### src/rtl/signal_conditioner.sv
// Input front-end: 2-FF synchroniser, glitch filter, edge pulse generator and stall (idle) detector.
// Latency: s sampled at edge k, held stable -> s_clean/pulse change at edge k+1+FILT_LEN.
// Backpressure: none; free-running strobes, no handshake.
//
// Ports:
//   clk       system clock, rising edge
//   rst       asynchronous active-high reset
//   s         raw asynchronous input
//   edge_sel  00 rising, 01 falling, 10 both, 11 none
//   s_clean   synchronised, filtered level
//   pulse     one-cycle strobe per accepted edge matching edge_sel
//   glitch    one-cycle strobe when a pending level change is abandoned
//   idle      high while no transition has been accepted for >= TIMEOUT cycles
//   edge_cnt  saturating pulse count (only when EDGE_CNT_EN is defined)
//
// Optional feature macro: EDGE_CNT_EN (adds the edge_cnt port and counter).
module signal_conditioner #(
    parameter int FILT_LEN = 4,
    parameter int FILT_W   = 3,
    parameter int TIMEOUT  = 100_000_000,
    parameter int TO_W     = 27
) (
    input  logic        clk,
    input  logic        rst,
    input  logic        s,
    input  logic [1:0]  edge_sel,
    output logic        s_clean,
    output logic        pulse,
    output logic        glitch,
    output logic        idle
`ifdef EDGE_CNT_EN
    ,
    output logic [15:0] edge_cnt
`endif
);

    logic              ff1;
    logic              ff2;
    logic [FILT_W-1:0] fcnt;
    logic [TO_W-1:0]   to_cnt;
    logic              accept;
    logic              edge_match;

    // A new level is taken once it has been seen on ff2 for FILT_LEN consecutive edges.
    assign accept = (ff2 != s_clean) && (fcnt == FILT_W'(FILT_LEN - 1));

    // ff2 is the level about to be accepted, so it tells rise (1) from fall (0).
    always_comb begin
        edge_match = 1'b0;
        case (edge_sel)
            2'b00:   edge_match = ff2;
            2'b01:   edge_match = ~ff2;
            2'b10:   edge_match = 1'b1;
            default: edge_match = 1'b0;
        endcase
    end

    always_ff @(posedge clk or posedge rst) begin
        if (rst) begin
            ff1     <= 1'b0;
            ff2     <= 1'b0;
            s_clean <= 1'b0;
            fcnt    <= '0;
            pulse   <= 1'b0;
            glitch  <= 1'b0;
            idle    <= 1'b0;
            to_cnt  <= '0;
        end else begin
            ff1 <= s;
            ff2 <= ff1;

            if (ff2 != s_clean) begin
                glitch <= 1'b0;
                if (accept) begin
                    s_clean <= ff2;
                    fcnt    <= '0;
                end else begin
                    fcnt <= fcnt + 1'b1;
                end
            end else if (fcnt != '0) begin
                // Input fell back to the current level before the filter finished.
                fcnt   <= '0;
                glitch <= 1'b1;
            end else begin
                glitch <= 1'b0;
            end

            pulse <= accept && edge_match;

            // idle tracks the counter's next value so it rises in the same cycle
            // the counter reaches TIMEOUT; an accept always wins.
            if (accept) begin
                to_cnt <= '0;
                idle   <= 1'b0;
            end else if (to_cnt != TO_W'(TIMEOUT)) begin
                to_cnt <= to_cnt + 1'b1;
                idle   <= ((to_cnt + 1'b1) == TO_W'(TIMEOUT));
            end else begin
                idle <= 1'b1;
            end
        end
    end

`ifdef EDGE_CNT_EN
    always_ff @(posedge clk or posedge rst) begin
        if (rst) begin
            edge_cnt <= '0;
        end else if (pulse && (edge_cnt != 16'hFFFF)) begin
            edge_cnt <= edge_cnt + 16'd1;
        end
    end
`endif

endmodule

### config.mk
export PLATFORM = sky130hd
export DESIGN_NAME = signal_conditioner
export DESIGN_NICKNAME = d
export VERILOG_FILES = /design/src/rtl/signal_conditioner.sv
export SDC_FILE = /design/constraint.sdc
export NUM_CORES = 1
export LEC_CHECK = 0
export CAP_MARGIN = 10
export CORE_UTILIZATION = 45
export DETAILED_ROUTE_END_ITERATION = 8
export SYNTH_ARGS = -nofsm -noshare
export SYNTH_HDL_FRONTEND = slang
export SYNTH_SLANG_ARGS = --single-unit
### constraint.sdc
create_clock -name clk -period 3.1 [get_ports clk]
set_clock_uncertainty 0.05 [all_clocks]
set_input_delay 0.93 -clock clk [delete_from_list [all_inputs] [get_ports clk]]
set_output_delay 0.93 -clock clk [all_outputs]
set_load 0.005 [all_outputs]
==> impl_metrics.py <==
metrics = {
    "clocking": {
        "cts_hold_buffers": 0,
        "insertion_delay_ns": 0.29,
        "clkSlewWorstSetupHoldPaths_ns": 0.07,
        "cts.path.max_buffers": 2,
        "cts.repair.resized": 0,
        "cts_tree": "built",
        "htree_levels": 2,
        "clkSinkCount": 36,
        "post_cts_buffers": 0,
        "cts-root-buf": "clkbuf_8",
        "cts_buffers": 5,
    },
    "power_and_ir_drop": {
        "p_switching_w": 0.0004237,
        "p_comb_share_pct": 22.8,
        "p_per_area_nw_per_um2": 605.0,
        "p_leak_nw": 0.9875,
        "internal_power_w": 0.0009206,
        "clkPwrFrac_pct": 29.9,
        "power_frac_seq_pct": 47.2,
        "p_sw_share_pct": 31.52,
        "ir_drop_uv": 322.3,
    },
    "setup_path": {
        "cp.arrival_ns": 2.51,
        "crit_fanout": 13,
        "critPathCaptureType": "register",
        "crit_type": "reg -> reg",
        "startpoint_type": "register",
        "critPathTopFamily": "simple AND/OR/NAND/NOR gates",
        "critPathBufInv": 0,
        "path_cells": "nor4bb_1 -> nand4_1 -> nor3_1 -> or2_1 -> nor2_1",
        "crit_slowest_cell": "nor4bb_1",
        "critical_path.max_stage_delay_ns": 0.59,
        "required_ns": 3.20,
    },
    "final_layout": {
        "multi_input_area_um2": 1037,
        "regArea_um2": 900.9,
        "drive_above_1_share_pct": 10.70,
        "n_fill_cell": 388,
        "synthToLayoutAreaGrowth_pct": 11.63,
        "nets": 223,
        "n_antenna_cell": 0,
        "fin_cells": 265,
    },
    "die": {
        "die_h_um": 68.51,
        "core_um2": 4115,
        "io_pins": 9,
        "start_util_pct": 48.37,
        "die_x_um": 68.51,
        "die-area_um2": 4694,
        "row_count": 23,
    },
    "synthesis": {
        "synth_top_cell_area_share_pct": 45.25,
        "yosys_most_used_dff": "dfrtp_1",
        "synth.cell_area_um2": 1991,
        "ys_seq_area_share_pct": 45.25,
        "yosys-top-cells-count": "dfrtp_1, nor2_1, xor2_1",
        "synth_cells": 203,
        "synth_area_per_cell_um2": 9.806,
        "synth_top_area_cell": "dfrtp_1",
        "async_flop_share_pct": 100.0,
        "synthTopCellsByArea": "dfrtp_1, nor2_1, xor2_1, xnor2_1, nand3_4",
        "yosys_warnings": 0,
        "yosysMostFrequentCell": "dfrtp_1",
        "synth_edf_count": 0,
        "synth-seq-cells": 36,
        "synth_cell_type_count": 43,
        "synth.net_count": 212,
    },
    "global_routing": {
        "grt_pass1_vias": 1358,
        "antenna_found_initial": 0,
        "grt-ovfl-total": 0,
        "globalRouteTotalUtil_pct": 18.81,
        "grt_max_degree": 37,
        "grt_pass1_wl_mm": 6.382,
    },
    "route": {
        "vias": 1458,
        "first_iter_violations": 85,
        "wl_mm": 3.860,
        "vias_per_cell": 5.502,
        "ant_nets": 0,
        "drc": 0,
        "firstDrtPassIters": 4,
        "wire_per_inst_um": 14.57,
    },
    "placement": {
        "dpl.hpwl_mm": 2.800,
        "dp.cells": 257,
        "port_buffers": 8,
        "place_congestion": 0.8473,
    },
    "timing": {
        "max_freq_mhz": 415.2,
        "maxSlewViolCount": 0,
        "fin_crit_ns": 2.408,
        "rsz0062_at_grt": "false",
        "finalHoldViolations": 0,
        "finalSetupTns_ns": 0,
        "slew_headroom_pct": 52.12,
        "fin_crit_sh_pct": 77.69,
        "tightest_slew_ns": 0.7116,
        "setup_viol": 0,
    },
    "flow_run": {
        "cap_violations": 0,
    },
    "status": {
        "outcome": "finished clean",
    },
    "worst_hold_path": {
        "hold_path.class": "reg -> reg",
    },
}
-- state kept, by name (all words and copies together) (netlist names) --
register	flops
ff1	1
glitch	1
fcnt	3
s_clean	1
idle	1
to_cnt	27
pulse	1
ff2	1
-- worst reg2reg max path: stages, from the launching register on --
cell,delay (ns)
dfrtp_1,0.43
nor4bb_1,0.59
nand4_1,0.16
nor3_1,0.42
or2_1,0.51
nor2_1,0.12
-- stage by stage --
stage	power, W	worst slack, ns	area, um2	hold slack [ns]	utilization, %
2_1_floorplan	0.0008569	1.143	1991	0.2812	-
3_3_place_gp	0.0009392	0.8811	2115	0.2827	51.38
3_5_place_dp	0.0009543	0.7972	2115	0.2985	51.38
4_1_cts	0.001363	0.7699	2222	0.3077	54.00
5_1_grt	0.001438	0.5013	2222	0.3373	54.00
6_report	0.001344	0.6917	2222	0.3037	54.00
-- cells by family (layout without fill, tap and decap cells) --
kind of cell	count (synthesis)	in the layout	share of synthesized area [%]
compound gates	9	9	3.331
fa+ha+maj	4	4	2.514
xor+xnor	29	29	12.76
flops	36	36	45.25
simple gates	112	112	32.43
buf+inv	11	23	2.640
mux	2	2	1.068
-- cell type report --
class,instances,area share (%)
Clock buffer,6,3.266
Clock inverter,2,1.577
Inverter,5,0.8446
Multi-Input combinational cell,156,46.68
Sequential cell,36,40.54
Tap cell,50,2.815
Timing Repair Buffer,10,4.279
-- path summary, 6_finish.rpt --
check / startpoint / to / slack [ns] / depth (start not counted)
worst max register to register: to_cnt[19] / to_cnt[12] / 0.69 / 5
worst max-delay path: to_cnt[19] / to_cnt[12] / 0.69 / 5
max in group asynchronous: rst / to_cnt[8] / 1.70 / 3
worst min register to register: ff1 / ff2 / 0.30 / 0
worst min-delay path: ff1 / ff2 / 0.30 / 0
min in group asynchronous: rst / to_cnt[18] / 0.99 / 3
-- metal layers --
| layer | share of wire [%] | GRT usage, % |
|---|---|---|
| met1 | 47 | 25.39 |
| met2 | 47 | 29.17 |
| met3 | 3.6 | 5.921 |
| met4 | 1.7 | 4.688 |
| met5 | 0 | 0 |
-- cells in the final DEF, fill, tap and decap left out, types with 3 or more instances in the layout --
| cell | instances |
|---|---|
| dfrtp_1 | 36 |
| nor2_1 | 35 |
| xor2_1 | 15 |
| xnor2_1 | 14 |
| nand2_1 | 13 |
| nand3_1 | 10 |
| nor3_1 | 8 |
| nand4_1 | 8 |
| clkdlybuf4s50_1 | 8 |
| and3_1 | 7 |
| inv_1 | 5 |
| clkbuf_8 | 5 |
| and2_1 | 4 |
| ha_1 | 4 |
| nand3_4 | 3 |
| nand4b_1 | 3 |
| nor4_1 | 3 |
| o21ai_0 | 3 |
-- power by group through the flow --
stage / Clock, W / Combinational (W) / Sequential [W]
final: 0.000402 / 0.000307 / 0.000635
after global placement: 0 / 0.000302 / 0.000637
after global routing: 0.000437 / 0.000352 / 0.000649
after CTS: 0.000415 / 0.000313 / 0.000635
after detailed placement: 0 / 0.000311 / 0.000643
after floorplan: 0 / 0.000230 / 0.000627
Power figures use the tool's default switching activity.
